===== config.mk =====
export PLATFORM = sky130hd
export DESIGN_NAME = seq_suma_multinibble
export DESIGN_NICKNAME = d
export VERILOG_FILES = /design/src/rtl/seq_suma_multinibble.sv
export SDC_FILE = /design/constraint.sdc
export NUM_CORES = 1
export LEC_CHECK = 0
export CAP_MARGIN = 20
export CORE_UTILIZATION = 62
export CTS_CLUSTER_DIAMETER = 100
export DETAILED_ROUTE_END_ITERATION = 16
export DONT_BUFFER_PORTS = 1
export GPL_ROUTABILITY_DRIVEN = 0
export PLACE_DENSITY_LB_ADDON = 0.05
export SLEW_MARGIN = 30
export SYNTH_ARGS = -nofsm -noshare
export SYNTH_HDL_FRONTEND = slang
export SYNTH_SLANG_ARGS = --single-unit

===== constraint.sdc =====
create_clock -name clk -period 2.9 [get_ports clk]
set_clock_uncertainty 0.2 [all_clocks]
set_input_delay 0.58 -clock clk [delete_from_list [all_inputs] [get_ports clk]]
set_output_delay 0.58 -clock clk [all_outputs]
set_load 0.01 [all_outputs]

===== src/rtl/seq_suma_multinibble.sv =====
// seq_suma_multinibble: multi-precision adder controller.
// Streams operands one nibble per clock through an external combinational
// 4-bit full-adder chain, ripples the carry through carry_r, and assembles
// a 4*NIBBLES-bit result with carry, signed-overflow and zero flags.
module seq_suma_multinibble #(
  parameter int NIBBLES = 4
) (
  input  logic                   clk,
  input  logic                   rst_n,
  input  logic                   start,
  input  logic [4*NIBBLES-1:0]   op_a,
  input  logic [4*NIBBLES-1:0]   op_b,
  input  logic                   cin,
  output logic [3:0]             add_a,
  output logic [3:0]             add_b,
  output logic                   add_cin,
  input  logic [3:0]             add_s,
  input  logic                   add_cout,
  output logic                   busy,
  output logic                   done,
  output logic [4*NIBBLES-1:0]   result,
  output logic                   cout,
  output logic                   ovf,
  output logic                   zero
);

  localparam int W = 4 * NIBBLES;

  // FSM encoding
  localparam logic [1:0] IDLE = 2'd0;
  localparam logic [1:0] ADD  = 2'd1;
  localparam logic [1:0] DONE = 2'd2;

  // Index of the most significant nibble (NIBBLES is at most 8)
  localparam logic [2:0] LAST = 3'(NIBBLES - 1);

  logic [1:0]   state;
  logic [W-1:0] a_r;
  logic [W-1:0] b_r;
  logic         carry_r;
  logic [2:0]   idx;
  logic [4:0]   base;
  logic [W-1:0] result_next;

  // Bit offset of the nibble currently being added
  assign base = {idx, 2'b00};

  // Status is a pure decode of the state register, so it never glitches
  assign busy = (state == ADD);
  assign done = (state == DONE);

  // Present the current operand slice and carry to the adder chain while adding
  always_comb begin
    add_a   = 4'b0000;
    add_b   = 4'b0000;
    add_cin = 1'b0;
    if (state == ADD) begin
      add_a   = a_r[base +: 4];
      add_b   = b_r[base +: 4];
      add_cin = carry_r;
    end else begin
      add_a   = 4'b0000;
      add_b   = 4'b0000;
      add_cin = 1'b0;
    end
  end

  // Result with the freshly computed nibble merged in (used for the zero flag)
  always_comb begin
    result_next = result;
    result_next[base +: 4] = add_s;
  end

  // Sequencer: capture operands, step through nibbles, latch flags on the last one
  always_ff @(posedge clk or negedge rst_n) begin
    if (!rst_n) begin
      state   <= IDLE;
      a_r     <= {W{1'b0}};
      b_r     <= {W{1'b0}};
      carry_r <= 1'b0;
      idx     <= 3'd0;
      result  <= {W{1'b0}};
      cout    <= 1'b0;
      ovf     <= 1'b0;
      zero    <= 1'b0;
    end else begin
      case (state)
        IDLE: begin
          if (start) begin
            a_r     <= op_a;
            b_r     <= op_b;
            carry_r <= cin;
            idx     <= 3'd0;
            state   <= ADD;
          end else begin
            state   <= IDLE;
          end
        end
        ADD: begin
          result  <= result_next;
          carry_r <= add_cout;
          if (idx == LAST) begin
            cout  <= add_cout;
            // Signed overflow: like-signed operands producing an opposite-signed sum
            ovf   <= (a_r[W-1] == b_r[W-1]) && (add_s[3] != a_r[W-1]);
            zero  <= (result_next == {W{1'b0}});
            idx   <= 3'd0;
            state <= DONE;
          end else begin
            idx   <= idx + 3'd1;
            state <= ADD;
          end
        end
        DONE: begin
          state <= IDLE;
        end
        default: begin
          state <= IDLE;
        end
      endcase
    end
  end

endmodule

Word-level counts from Yosys, hierarchy flattened
Index checks and enable logic that the tools add are counted.
W data, S select, Z words.
{"block": "word_totals", "reg_bits": 57, "latch_bits": 0, "ramBits": 0, "mem_bits_ro": 0, "inputBits": 41, "output_inout_bits": 30, "word_cells": 40, "n_memories": 0}
{"block": "op_classes", "n_addsub": 2, "n_mul": 0, "div": 0, "order_cmp": 0, "eq_ne": 6, "n_shift": 4, "muxes": 12, "n_bitwise": 0, "n_reduce_logical": 7}
{"operator": "$shiftx A16 B6 Y4", "n": 2}
{"operator": "$bwmux W16", "n": 1}
{"operator": "$logic_not A16 Y1", "n": 1}
{"operator": "$shift A4 B7 Y16 const A", "n": 1}
{"operator": "$shiftx A4 B7 Y16", "n": 1}
{"operator": "$mux W4", "n": 2}
{"operator": "$neg A5 Y7", "n": 1}
{"operator": "$mux W3", "n": 2}
{"operator": "$pmux W3 S2", "n": 1}
{"operator": "$reduce_and A2 Y1", "n": 3}
{"operator": "$pmux W2 S2", "n": 1}
{"operator": "$add A3 B1 Y3 const B", "n": 1}
{"operator": "$eq A3 B2 Y1 const B", "n": 1}
{"operator": "$mux W1", "n": 3}
{"operator": "$eq A2 B1 Y1 const B", "n": 1}
{"operator": "$eq A2 B2 Y1 const B", "n": 1}
{"operator": "$logic_not A2 Y1", "n": 1}
{"operator": "$mux W2", "n": 1}
{"operator": "$ne A2 B2 Y1 const B", "n": 1}
{"operator": "$pmux W1 S2", "n": 1}
{"operator": "$reduce_bool A2 Y1", "n": 1}
{"operator": "$eq A1 B1 Y1", "n": 1}
{"operator": "$logic_and A1 B1 Y1", "n": 1}
{"operator": "$ne A1 B1 Y1", "n": 1}

Depth between registers and ports, before layout
{"block": "depth", "word_depth": 4, "mapped_depth": 9, "depth_no_buf": 7}

Least setup slack after synthesis
No wires, ideal clock.
{"block": "synth_timing", "path_kind": "reg2reg", "start": "reg idx[1]", "end": "reg zero", "setup_ps": 128, "t_arrival_ps": 2174, "required_time_ps": 2572, "slack_ps": 398, "stages_incl_launch_ff": 10, "path_buffers": 2, "synth_period_minus_slack_ps": 2502, "cell_sequence": "dfrtp_1 -> clkbuf_1 -> inv_1 -> ha_1 -> ha_1 -> buf_2 -> nand2_1 -> or4_4 -> a32oi_2 -> o31ai_1"}
{"block": "synth_via", "elab_chain_cells": 4, "elab_cells_between_ends": 7, "classes_between": "add/sub (1); eq/ne (1); shift (2); mux (1); reduce/logical (2)"}
{"item": "start: declaration", "line": "41", "rtl": "logic [2:0] idx;"}
{"item": "start signal: assignment", "line": "110", "rtl": "idx <= idx + 3'd1;"}
{"item": "$neg A5 Y7", "line": "71", "rtl": "result_next[base +: 4] = add_s;"}
{"item": "$shiftx A4 B7 Y16 or $shift A4 B7 Y16 (tied branches)", "line": "71"}
{"item": "$bwmux W16", "line": "71"}
{"item": "$logic_not A16 Y1", "line": "106", "rtl": "zero <= (result_next == {W{1'b0}});"}
{"item": "end signal: assignment", "line": "106"}
{"item": "end: declaration", "line": "24", "rtl": "output logic zero"}
Parallel ways exist; a longest one is shown, timed or not.
A chain may end at the register's enable or synchronous reset.

Worst setup path after layout
{"block": "layout_timing", "start": "reg idx[0]", "end": "out add_b[1]"}
{"block": "layout_via", "elab_chain_cells": 2}
{"item": "$shiftx A16 B6 Y4", "line": "59", "rtl": "add_b = b_r[base +: 4];"}
{"item": "$mux W4", "line": "57", "rtl": "if (state == ADD) begin"}
{"item": "end: declaration", "line": "15", "rtl": "output logic [3:0] add_b,"}
No other way between the ends.

==> results by group <==
Timing
  • Final setup vio count: 0
  • Final Hold Viols: 0
  • Max transition margin: between 60% and 70%
  • Final period utilization: 92.01%
  • RSZ-0062 raised after global routing: no
  • Worst slew pin tran: roughly 0.49 ns
  • Setup_tns: 0 ns
  • Max frequency: around 0.37 GHz
  • Minimum clock period after layout: 2.668 ns
  • Max Slew Vio Count: 0

Placed design
  • Hpwl dp: between 4 and 5 mm
  • Port Buffer Count: 0

Global routing
  • Largest net degree at the start of global routing: a little under 60
  • First-pass GRT wire length: about 8.8 mm
  • Vias in the first global route: around 1800
  • Initial antenna violation count: 0
  • Total grt overflow: 0
  • GRT Overall Usage: a little over a quarter

Route
  • Via density per instance: 6.515
  • Post-DR wirelength/cell: between 20 and 25 um
  • Drt pass-1 iters: 4
  • WL final: 5.745 mm
  • Post-DRT Antenna Nets: 0
  • DRT iter0 DRCs: roughly 190
  • DRC: 0
  • Vias post-DR: 1785

Clock network
  • Worst-Skew Late Latency: between 0.3 and 0.4 ns
  • Worst-path clk slew: 0.06 ns
  • CTS H-tree depth: 3
  • CTS Buffer Depth: 2
  • CTS tree: yes
  • Total CTS buffers: 9
  • Clk sink count: 57
  • # resized after CTS: 0
  • Root Driver: clkbuf_8

Logic synthesis
  • Cells after Synth: about 210
  • Synth warnings: 0
  • Synthesized Nets: roughly 260
  • Synth Area per Inst: between 10 and 15 um^2
  • Sequential area share after synthesis: a little over half
  • Mapped Area: 2695 um^2
  • Synthesized flop and latch total: between 50 and 60
  • Library cells used by synthesis: 39

Finish
  • N_diodes: 0
  • Core Util, Final: a little under three quarters
  • Highest-count cells in the layout ignoring fill and taps: dfrtp_1 (57), mux2_2 (30), nand2_1 (19)
  • Area occupied by multi-input gates: 1190 um^2
  • Final Net Count: approximately 270
  • Sequential cell area: ~1400 um^2
  • Synth-to-layout area growth: 9.053%
  • Layout cell share with drive strength beyond 1: between 20 and 30%
  • Filler Cells Inserted: 280
  • Commonest non-fill, non-tap cell in the layout: dfrtp_1

Floorplanning
  • Rows: 23
  • IO Pins: approximately 70
  • Die X-Extent: 67.93 um
  • Core ar.: approximately 4100 um^2
  • Die area: approximately 4600 um^2
  • Initial core utilization: 65.95%
  • Die H: a little under 70 um

Setup path
  • Critical path capture point type: primary output
  • FF-to-FF Start: idx[0]$_DFFE_PN0P_
  • Flop-to-flop setup slack: 0.44 ns
  • R2r endpoint: zero$_DFFE_PN0P_
  • Worst EP required: 2.12 ns
  • Cells on worst reg2reg path: 7
  • Startpoint types: flip-flop
  • Arr. time, crit path: 1.89 ns
  • Critical path class: reg2out
  • Worst-path fanout max: 7

Job
  • Max_cap viols: 0

Worst hold path
  • WHS Path Cells: 1
  • Hold EP: result[2]$_DFFE_PN0P_
  • Hold Crit Class: in2reg
  • Worst Min Path Start: add_s[2]

Power
  • P_leak: approximately 0.0013 uW
  • PwrDens: 1157 nW/um^2
  • VDD IR max: between 0.6 and 0.7 mV

Run status
  • Status: finished clean
## through the flow
| stage | cell area [um^2] | instances | setup WS (ns) | hold slack (ns) | total power, uW |
|---|---|---|---|---|---|
| 2_1_floorplan | 2695 | 212 | 0.3975 | 0.08441 | 2458 |
| 3_3_place_gp | 2739 | 258 | 0.5254 | 0.08554 | 2647 |
| 3_5_place_dp | 2739 | 258 | 0.4384 | 0.08544 | 2745 |
| 4_1_cts | 2939 | 274 | 0.1782 | 0.1725 | 3407 |
| 5_1_grt | 2939 | 274 | 0.08566 | 0.1786 | 3608 |
| 6_report | 2939 | 274 | 0.2317 | 0.1796 | 3399 |
## cells in the mapped netlist, drive strengths merged
library cell  instances  share of area (%)
dfrtp                57                 53
mux2                 38                 16
nand2                19                2.6
o21ai                11                2.0
nor2                  9                1.6
and3                  8                1.9
inv                   8                1.1
mux4                  8                6.7
nand3                 8                1.5
buf                   6                1.6
ha                    6                2.8
a21oi                 5               0.93
a22o                  4                1.3
nor4                  3               0.70
clkbuf                2               0.28
nand2b                2               0.56
nand4                 2               0.46
o22ai                 2               0.46
or4                   2               0.70
a2111oi               1               0.33
a21o                  1               0.28
a32oi                 1               0.60
and2                  1               0.23
and2b                 1               0.37
and4b                 1               0.37
nand4b                1               0.33
nor3                  1               0.19
o221ai                1               0.33
o22a                  1               0.33
o31ai                 1               0.28
o41ai                 1               0.33
## final cells by class
| type | count | share of cell area, % |
|---|---|---|
| multi-input combinational | 139 | 40.49 |
| tap | 50 | 2.129 |
| clock buffer | 14 | 5.534 |
| timing repair buffer | 6 | 2.299 |
| sequential | 57 | 48.53 |
| inverter | 8 | 1.022 |
## how the worst max path moves through the flow
stage / cells past startpoint / startpoint / slack (ns) / to
2_1_floorplan: 9 / idx[1]$_DFFE_PN0P_ / 0.40 / zero$_DFFE_PN0P_
3_3_place_gp: 7 / idx[0]$_DFFE_PN0P_ / 0.53 / zero$_DFFE_PN0P_
3_5_place_dp: 7 / idx[0]$_DFFE_PN0P_ / 0.44 / zero$_DFFE_PN0P_
4_1_cts: 3 / idx[0]$_DFFE_PN0P_ / 0.18 / add_b[1]
5_1_grt: 3 / idx[0]$_DFFE_PN0P_ / 0.09 / add_b[1]
6_report: 3 / idx[0]$_DFFE_PN0P_ / 0.23 / add_b[1]
## critical path, cell delays in order (launching register included)
cell     delay (ns)
dfrtp_1        0.56
buf_4          0.25
mux4_2         0.52
and3_1         0.23
## report_power, final
group,switching [uW],internal (uW),leakage [uW]
Sequential,296,1150,0.000697
Clock,287,348,0.0000826
Combinational,657,663,0.000480
Total,1240,2160,0.00126
## sequential cells by signal, indices dropped and copies added (netlist names)
name	count
a_r	16
b_r	16
result	16
idx	3
state	2
carry_r	1
cout	1
ovf	1
zero	1
## per-layer routing
layer | up-vias | share of wire (%) | GRT usage, % | routed length, um
met2 | 73 | 52 | 44.73 | 3012
met3 | 11 | 6.9 | 7.667 | 394
met5 | - | 0 | 0 | 0
li1 | 795 | - | - | -
met1 | 906 | 39 | 32.59 | 2238
met4 | 0 | 1.7 | 15.63 | 99
## cell families (layout without fill, tap and decap cells)
| group | count (synthesis) | count (layout) | synth area share [%] |
|---|---|---|---|
| compound gates | 29 | 29 | 7.196 |
| fa+ha+maj | 6 | 6 | 2.785 |
| buf+inv | 16 | 28 | 3.018 |
| flops | 57 | 57 | 52.92 |
| mux | 46 | 46 | 22.56 |
| simple gates | 58 | 58 | 11.51 |
## timing repair
action | 4_1_cts | 5_1_grt
endpoints found under the hold margin | 57 | 0
buffers inserted | 0 | 0
hold buffers | 2 | 0
(Power assumes the default switching activity.)
